File: config.mk
export PLATFORM = sky130hd
export DESIGN_NAME = if_prog_ctrl
export DESIGN_NICKNAME = d
export VERILOG_FILES = /design/src/rtl/if_dbg_pkg.sv /design/src/rtl/prog_word_packer.sv /design/src/rtl/if_prog_ctrl.sv
export SDC_FILE = /design/constraint.sdc
export NUM_CORES = 1
export LEC_CHECK = 0
export ABC_AREA = 1
export CAP_MARGIN = 10
export CELL_PAD_IN_SITES_DETAIL_PLACEMENT = 2
export CELL_PAD_IN_SITES_GLOBAL_PLACEMENT = 2
export CORE_AREA = 2 2 97 169
export DETAILED_ROUTE_END_ITERATION = 10
export DIE_AREA = 0 0 99 171
export PLACE_DENSITY = 0.85
export SETUP_SLACK_MARGIN = 0.2
export SLEW_MARGIN = 20
export SYNTH_ARGS = -nofsm -noshare
export SYNTH_HDL_FRONTEND = slang
export SYNTH_SLANG_ARGS = --single-unit
File: constraint.sdc
create_clock -name i_clk -period 1.6 [get_ports i_clk]
set_clock_uncertainty 0.2 [all_clocks]
set_input_delay 0.16 -clock i_clk [delete_from_list [all_inputs] [get_ports i_clk]]
set_output_delay 0.16 -clock i_clk [all_outputs]
set_load 0.005 [all_outputs]
File: src/rtl/if_dbg_pkg.sv
// Shared definitions for the IF-stage debug controller: FSM state set,
// command bytes, halt encoding and default sizing.
package if_dbg_pkg;

   // Default instruction-memory capacity (32-bit words) and drain length
   localparam int MAX_WORDS_DEF = 64;
   localparam int DRAIN_CYC_DEF = 4;

   // Instruction encoding that ends a run (decode treats it as a NOP)
   localparam logic [31:0] HALT_WORD = 32'hFFFF_FFFF;

   // Command bytes on the debug byte channel
   localparam logic [7:0] CMD_LOAD  = 8'h4C;
   localparam logic [7:0] CMD_RUN   = 8'h52;
   localparam logic [7:0] CMD_STEP  = 8'h53;
   localparam logic [7:0] CMD_ABORT = 8'h58;

   // Controller state enumeration (plain constants for legacy tools)
   typedef logic [2:0] state_t;
   localparam state_t ST_IDLE     = 3'd0;
   localparam state_t ST_GET_LEN  = 3'd1;
   localparam state_t ST_GET_BYTE = 3'd2;
   localparam state_t ST_WRITE    = 3'd3;
   localparam state_t ST_RUN      = 3'd4;
   localparam state_t ST_DRAIN    = 3'd5;
   localparam state_t ST_STEP     = 3'd6;

endpackage

File: src/rtl/prog_word_packer.sv
// Byte-to-word packer: shifts payload bytes in MSB first and flags the byte
// that completes a 32-bit word.
module prog_word_packer (
   input  logic        i_clk,
   input  logic        i_reset,
   input  logic        i_clear,
   input  logic        i_byte_valid,
   input  logic [7:0]  i_byte,
   output logic [31:0] o_word,
   output logic        o_word_ready
);

   logic [1:0]  r_idx;
   logic [31:0] r_word;

   // Shift accepted bytes in; the 2-bit index wraps to 0 after the fourth
   always_ff @(posedge i_clk or negedge i_reset) begin
      if (!i_reset) begin
         r_idx  <= '0;
         r_word <= '0;
      end else if (i_clear) begin
         r_idx  <= '0;
         r_word <= '0;
      end else if (i_byte_valid) begin
         r_word <= {r_word[23:0], i_byte};
         r_idx  <= r_idx + 2'd1;
      end
   end

   assign o_word       = r_word;
   // High during the cycle whose accepted byte completes the word
   assign o_word_ready = i_byte_valid && (r_idx == 2'd3);

endmodule

File: src/rtl/if_prog_ctrl.sv
// Debug-side IF-stage controller: loads programs into instruction memory from
// a byte command channel, gates the pipeline clock enable for run/step, and
// drains the pipeline with the PC frozen once the halt word is fetched.
//
// Byte channel handshake: a byte transfers on a rising edge where
// i_rx_valid && o_rx_ready; o_rx_ready is registered and depends only on the
// controller state, never combinationally on i_rx_valid.
module if_prog_ctrl
   import if_dbg_pkg::*;
#(
   parameter int MAX_WORDS = MAX_WORDS_DEF,
   parameter int DRAIN_CYC = DRAIN_CYC_DEF
) (
   input  logic        i_clk,
   input  logic        i_reset,
   input  logic        i_rx_valid,
   input  logic [7:0]  i_rx_data,
   output logic        o_rx_ready,
   input  logic [31:0] i_instruction,
   output logic        o_write_en,
   output logic [31:0] o_data,
   output logic [31:0] o_addr_wr,
   output logic        o_clk_en,
   output logic        o_pc_stall,
   output logic        o_pipe_reset,
   output logic        o_busy,
   output logic        o_done,
   output state_t      o_dbg_state
);

   state_t      r_state;
   logic        r_rx_ready;
   logic        r_write_en;
   logic        r_clk_en;
   logic        r_pc_stall;
   logic        r_pipe_reset;
   logic        r_busy;
   logic        r_done;
   logic [7:0]  r_count;
   logic [7:0]  r_addr;
   logic [7:0]  r_drain;

   state_t      w_state_nxt;
   logic        w_done_nxt;
   logic        w_accept;
   logic        w_halt;
   logic        w_abort;
   logic [7:0]  w_len;
   logic        w_pack_valid;
   logic        w_pack_clear;
   logic        w_word_ready;
   logic [31:0] w_word;

   assign w_accept     = i_rx_valid && r_rx_ready;
   assign w_halt       = (i_instruction == HALT_WORD) && r_clk_en;
   assign w_abort      = w_accept && (i_rx_data == CMD_ABORT);
   assign w_len        = (int'(i_rx_data) > MAX_WORDS) ? 8'(MAX_WORDS) : i_rx_data;
   assign w_pack_valid = w_accept && (r_state == ST_GET_BYTE);
   assign w_pack_clear = (r_state == ST_GET_LEN);

   prog_word_packer u_packer (
      .i_clk        (i_clk),
      .i_reset      (i_reset),
      .i_clear      (w_pack_clear),
      .i_byte_valid (w_pack_valid),
      .i_byte       (i_rx_data),
      .o_word       (w_word),
      .o_word_ready (w_word_ready)
   );

   // Next-state decode; w_done_nxt marks transitions that complete a command
   always_comb begin
      w_state_nxt = r_state;
      w_done_nxt  = 1'b0;
      case (r_state)
         ST_IDLE: begin
            if (w_accept) begin
               if (i_rx_data == CMD_LOAD)      w_state_nxt = ST_GET_LEN;
               else if (i_rx_data == CMD_RUN)  w_state_nxt = ST_RUN;
               else if (i_rx_data == CMD_STEP) w_state_nxt = ST_STEP;
            end
         end
         ST_GET_LEN: begin
            if (w_accept) begin
               if (i_rx_data == 8'd0) begin
                  w_state_nxt = ST_IDLE;
                  w_done_nxt  = 1'b1;
               end else begin
                  w_state_nxt = ST_GET_BYTE;
               end
            end
         end
         ST_GET_BYTE: begin
            if (w_word_ready) w_state_nxt = ST_WRITE;
         end
         ST_WRITE: begin
            if (r_count == 8'd1) begin
               w_state_nxt = ST_IDLE;
               w_done_nxt  = 1'b1;
            end else begin
               w_state_nxt = ST_GET_BYTE;
            end
         end
         ST_RUN: begin
            // Halt and abort together still enter DRAIN exactly once
            if (w_halt || w_abort) w_state_nxt = ST_DRAIN;
         end
         ST_DRAIN: begin
            if (r_drain == 8'd0) begin
               w_state_nxt = ST_IDLE;
               w_done_nxt  = 1'b1;
            end
         end
         ST_STEP: begin
            w_state_nxt = ST_IDLE;
            w_done_nxt  = 1'b1;
         end
         default: w_state_nxt = ST_IDLE;
      endcase
   end

   // State register and Moore outputs registered from the next state
   always_ff @(posedge i_clk or negedge i_reset) begin
      if (!i_reset) begin
         r_state      <= ST_IDLE;
         r_rx_ready   <= 1'b1;
         r_write_en   <= 1'b0;
         r_clk_en     <= 1'b0;
         r_pc_stall   <= 1'b0;
         r_pipe_reset <= 1'b0;
         r_busy       <= 1'b0;
         r_done       <= 1'b0;
      end else begin
         r_state      <= w_state_nxt;
         r_rx_ready   <= (w_state_nxt == ST_IDLE) || (w_state_nxt == ST_GET_LEN) ||
                         (w_state_nxt == ST_GET_BYTE) || (w_state_nxt == ST_RUN);
         r_write_en   <= (w_state_nxt == ST_WRITE);
         r_clk_en     <= (w_state_nxt == ST_RUN) || (w_state_nxt == ST_DRAIN) ||
                         (w_state_nxt == ST_STEP);
         r_pc_stall   <= (w_state_nxt == ST_DRAIN);
         r_pipe_reset <= (w_state_nxt == ST_GET_LEN) || (w_state_nxt == ST_GET_BYTE) ||
                         (w_state_nxt == ST_WRITE);
         r_busy       <= (w_state_nxt != ST_IDLE);
         r_done       <= w_done_nxt;
      end
   end

   // Word count, write address and drain down-counter
   always_ff @(posedge i_clk or negedge i_reset) begin
      if (!i_reset) begin
         r_count <= '0;
         r_addr  <= '0;
         r_drain <= '0;
      end else begin
         if ((r_state == ST_GET_LEN) && w_accept && (i_rx_data != 8'd0)) begin
            r_count <= w_len;
            r_addr  <= '0;
         end
         // Address is 8 bits wide, so it wraps after the last 64th word
         if (r_state == ST_WRITE) begin
            r_count <= r_count - 8'd1;
            r_addr  <= r_addr + 8'd4;
         end
         if ((r_state == ST_RUN) && (w_state_nxt == ST_DRAIN)) begin
            r_drain <= 8'(DRAIN_CYC - 1);
         end else if ((r_state == ST_DRAIN) && (r_drain != 8'd0)) begin
            r_drain <= r_drain - 8'd1;
         end
      end
   end

   assign o_rx_ready   = r_rx_ready;
   assign o_write_en   = r_write_en;
   assign o_data       = w_word;
   assign o_addr_wr    = {24'd0, r_addr};
   assign o_clk_en     = r_clk_en;
   assign o_pc_stall   = r_pc_stall;
   assign o_pipe_reset = r_pipe_reset;
   assign o_busy       = r_busy;
   assign o_done       = r_done;
   assign o_dbg_state  = r_state;

endmodule

==> parameters.txt <==
Parameter                              Value

CTS
  CTS Root Buffer Type    sky130_fd_sc_hd__clkbuf_16
  Worst-skew pair later-pin latency    ~0.37 ns
  TritonCTS Buffers    9
  Clock tree from TritonCTS    done
  Clock sink count    between 60 and 70
  Deepest clock path buffer count    2
  Clock slew at the register clock pins of the worst setup and hold paths    about 0.06 ns
  Number of H-tree branching levels    3

Floorplanning
  Vertical die dimension    approximately 170 µm
  Num ports    about 120
  Site Rows    a little over 60
  Effective utilization at floorplan    between 20% and 30%
  Die ar.    0.0169 mm²
  Core Area    approximately 0.016 mm²
  DIE WIDTH    99 µm

Worst setup path
  R2r endpoint    u_packer.o_word[8]$_DFFE_PN0P_
  Startpoint class of the critical path    flip-flop
  Cell type of the slowest stage on the worst timing path    sky130_fd_sc_hd__dfrtp_2
  Worst Setup End Kind    flip-flop
  Biggest fanout along the worst timing path    10
  Critical path cell sequence    inv_4 -> nor2_4 -> buf_6 -> nand2_8 -> clkinv_8 -> buf_12 -> nor2_4 -> buf_12 -> inv_12 -> o22ai_2
  Slowest cell delay on critical path    between 0.4 and 0.5 ns
  FF-to-FF Start    o_dbg_state[1]$_DFF_PN0_
  Data arrival at the endpoint of the critical path    between 2 and 2.5 ns
  R2r setup slk    -0.39 ns
  Crit Path Category    flip-flop to flip-flop
  Worst r2r path cells    10
  Data required time at the worst endpoint    between 1.5 and 2 ns

Drt
  Remaining design rule violation count    0
  Drt initial violations    between 150 and 200
  Via density per instance    ~4.9
  Total wire length after detailed routing    around 24,000 µm
  Avg WL per Cell    27.0 µm
  Top layer used by detailed routing    met4
  Sum of met3 wire segment lengths after detailed routing    895 µm
  Residual antenna-violating net count after detailed routing    0
  Met1 wire length    a little over 8000 µm
  Detail Route met2 WL    approximately 14,000 µm
  DRT Pass-1 Iters    4
  Total via count after detailed routing    around 4,300

Synthesis
  Part of the Yosys area used for sequential elements    roughly 47%
  FF+latch count, synth    66
  Area contributors post-synth    sky130_fd_sc_hd__dfrtp_1, sky130_fd_sc_hd__nand2_1, sky130_fd_sc_hd__buf_4
  Most common flop cell mapped by yosys    sky130_fd_sc_hd__dfrtp_1
  Largest area contributor in the netlist    sky130_fd_sc_hd__dfrtp_1
  Number of warning messages in the yosys log    0
  Number of standard cells after synthesis    between 400 and 500
  Mean post-synth cell area    roughly 8.2 µm²
  Share of Yosys cell area claimed by the top area cell type    between 40% and 50%
  Asr flop ratio synth    100%
  Post-synth EDFFs    0
  Cell variety after synth    between 40 and 50
  Syn Std Cell Area    around 0.0035 mm²

Flow run
  Max_cap viols    0

STA
  Min setup slack post-route    -0.385 ns
  Maximum frequency from static timing analysis    between 500 and 600 MHz
  Share of the clock period used by the worst path    124%
  Final hold vios    0
  Max-slew violation count    0
  Time the worst path needs with I/O delays and setup    roughly 2 ns
  Number of setup violations in the final report    slightly below 70
  RSZ-0062 raised after global routing    yes

Global routing
  First-pass GRT wire length    29,300 µm
  Total congestion overflow    0
  Number of global-route vias before repair    4,860
  Overall global routing resource usage    about a quarter
  Pin count of the biggest net entering global routing    67
  Initial antenna violation count    0

Outcome
  Outcome    finished, violations left
  Failing checks    setup timing

Pwr
  Pleak    roughly 3.6 nW
  Worst voltage drop across the vdd grid    slightly above 0.8 mV
  Power density relative to cell area    1460 mW/mm²

Cells and area
  Area growth, synth to finish    111%
  Fill cell count    approximately 1,600
  Share of cells above drive strength 1    53.4%
  Final-stage net count    about 740
  Commonest non-fill, non-tap cell in the layout    sky130_fd_sc_hd__buf_4
  Antenna Cells    0
  Commonest non-fill, non-tap cells in the layout    sky130_fd_sc_hd__buf_4, sky130_fd_sc_hd__dfrtp_1, sky130_fd_sc_hd__buf_6
  End-of-flow core utilization    between 40% and 50%

Placed design
  Pre-CTS worst setup slack    -0.596 ns
  HPWL Detailed    approximately 11,000 µm
  Number of buffers added on ports    90
  Final GP Congestion    0.819

Worst hold path
  Cell count of the worst hold path    3
  Worst Hold Class    input pin to flip-flop
  Hold Crit Endpoint    u_packer.o_word[1]$_DFFE_PN0P_
  Min-Delay Startpoint    i_rx_data[1]
==> synth_stat cells, drive strengths merged, types with 3 or more instances <==
master and number:
a21oi 6, nand3 32, nor2 48, xor2 6, dfrtp 65, inv 49, nand2 103, nand4 6
nor3 9, o22ai 11, clkbuf 3, o21ai 33, buf 30, ha 5, or2 3
==> sequential cells by signal, summed over array words and instances, names as in the netlist, 2 cells and up <==
name and flops:
o_dbg_state 3, u_packer.r_idx 2, r_addr 6, r_drain 8
u_packer.o_word 32, r_count 8
==> where the power goes <==
part	total, mW	switching (mW)	leakage (nW)	internal, mW
clock network	2.27	0.853	0.162	1.42
logic	5.75	2.94	2.57	2.81
registers	2.90	0.571	0.827	2.33
total	10.9	4.36	3.56	6.56
==> worst max path at each step <==
stage,from,end,cells after the start
6_report,o_dbg_state[1]$_DFF_PN0_,u_packer.o_word[8]$_DFFE_PN0P_,10
3_5_place_dp,i_rx_data[6],o_busy$_DFF_PN0_,9
3_3_place_gp,i_rx_data[6],o_busy$_DFF_PN0_,9
2_1_floorplan,r_drain[0]$_DFFE_PN0P_,o_busy$_DFF_PN0_,8
5_1_grt,i_rx_data[3],o_busy$_DFF_PN0_,10
4_1_cts,r_drain[0]$_DFFE_PN0P_,o_busy$_DFF_PN0_,8
==> logic make-up after synthesis <==
group	share of synthesized area (%)
xor+xnor	1.74
buf+inv	11.9
simple gates	26.8
other cells	0.106
fa+ha+maj	1.77
flops	46.9
compound gates	10.8
==> area by class of cell <==
type | count | area, µm² | share of cell area (%)
Tap cell | 189 | 236 | 3.17
Timing Repair inverter | 1 | 11.3 | 0.151
Sequential cell | 66 | 1660 | 22.2
Timing Repair Buffer | 262 | 2520 | 33.8
Clock buffer | 15 | 298 | 3.99
Inverter | 49 | 251 | 3.37
Multi-Input combinational cell | 306 | 2450 | 32.8
Clock inverter | 1 | 30.0 | 0.403
==> critical path, delay by kind of cell, from the launching register on <==
kind	cells	cell delay (ns)
AOI/OAI and AO/OA	1	0.17
buffers and inverters	6	0.65
DFF	1	0.49
and+or+nand+nor	3	0.36
==> repair_timing <==
| action | in CTS | in global routing |
|---|---|---|
| hold buffers | 1 | 0 |
| hold endpoints to repair | 66 | 0 |
| cloned | 3 | 3 |
| pin swaps | 38 | 21 |
| setup endpoints to repair | 114 | 82 |
| gates resized for setup | 229 | 118 |
| setup buffers | 67 | 29 |
==> metrics by stage <==
step | TNS [ns] | instances | instance area [µm²] | total power [mW] | hold slack, ns
after global placement | -16.54 | 770 | 5230 | 5.93 | 0.00756
after CTS | -5.59 | 857 | 6680 | 9.41 | 0.115
after floorplan | -0.192 | 453 | 3800 | 4.14 | -0.336
after detailed placement | -22.19 | 770 | 5230 | 6.24 | 0.0122
after global routing | -20.40 | 889 | 7460 | 11.4 | 0.142
final | -17.92 | 889 | 7460 | 10.9 | 0.126
==> routing by layer <==
| metal | GRT usage, % | vias to the layer above |
|---|---|---|
| li1 | - | 1884 |
| met1 | 22.9 | 2245 |
| met2 | 45.7 | 158 |
| met3 | 3.72 | 59 |
| met4 | 11.6 | 0 |
| met5 | 0 | - |
Note: power is estimated with default switching activity, not from simulation.
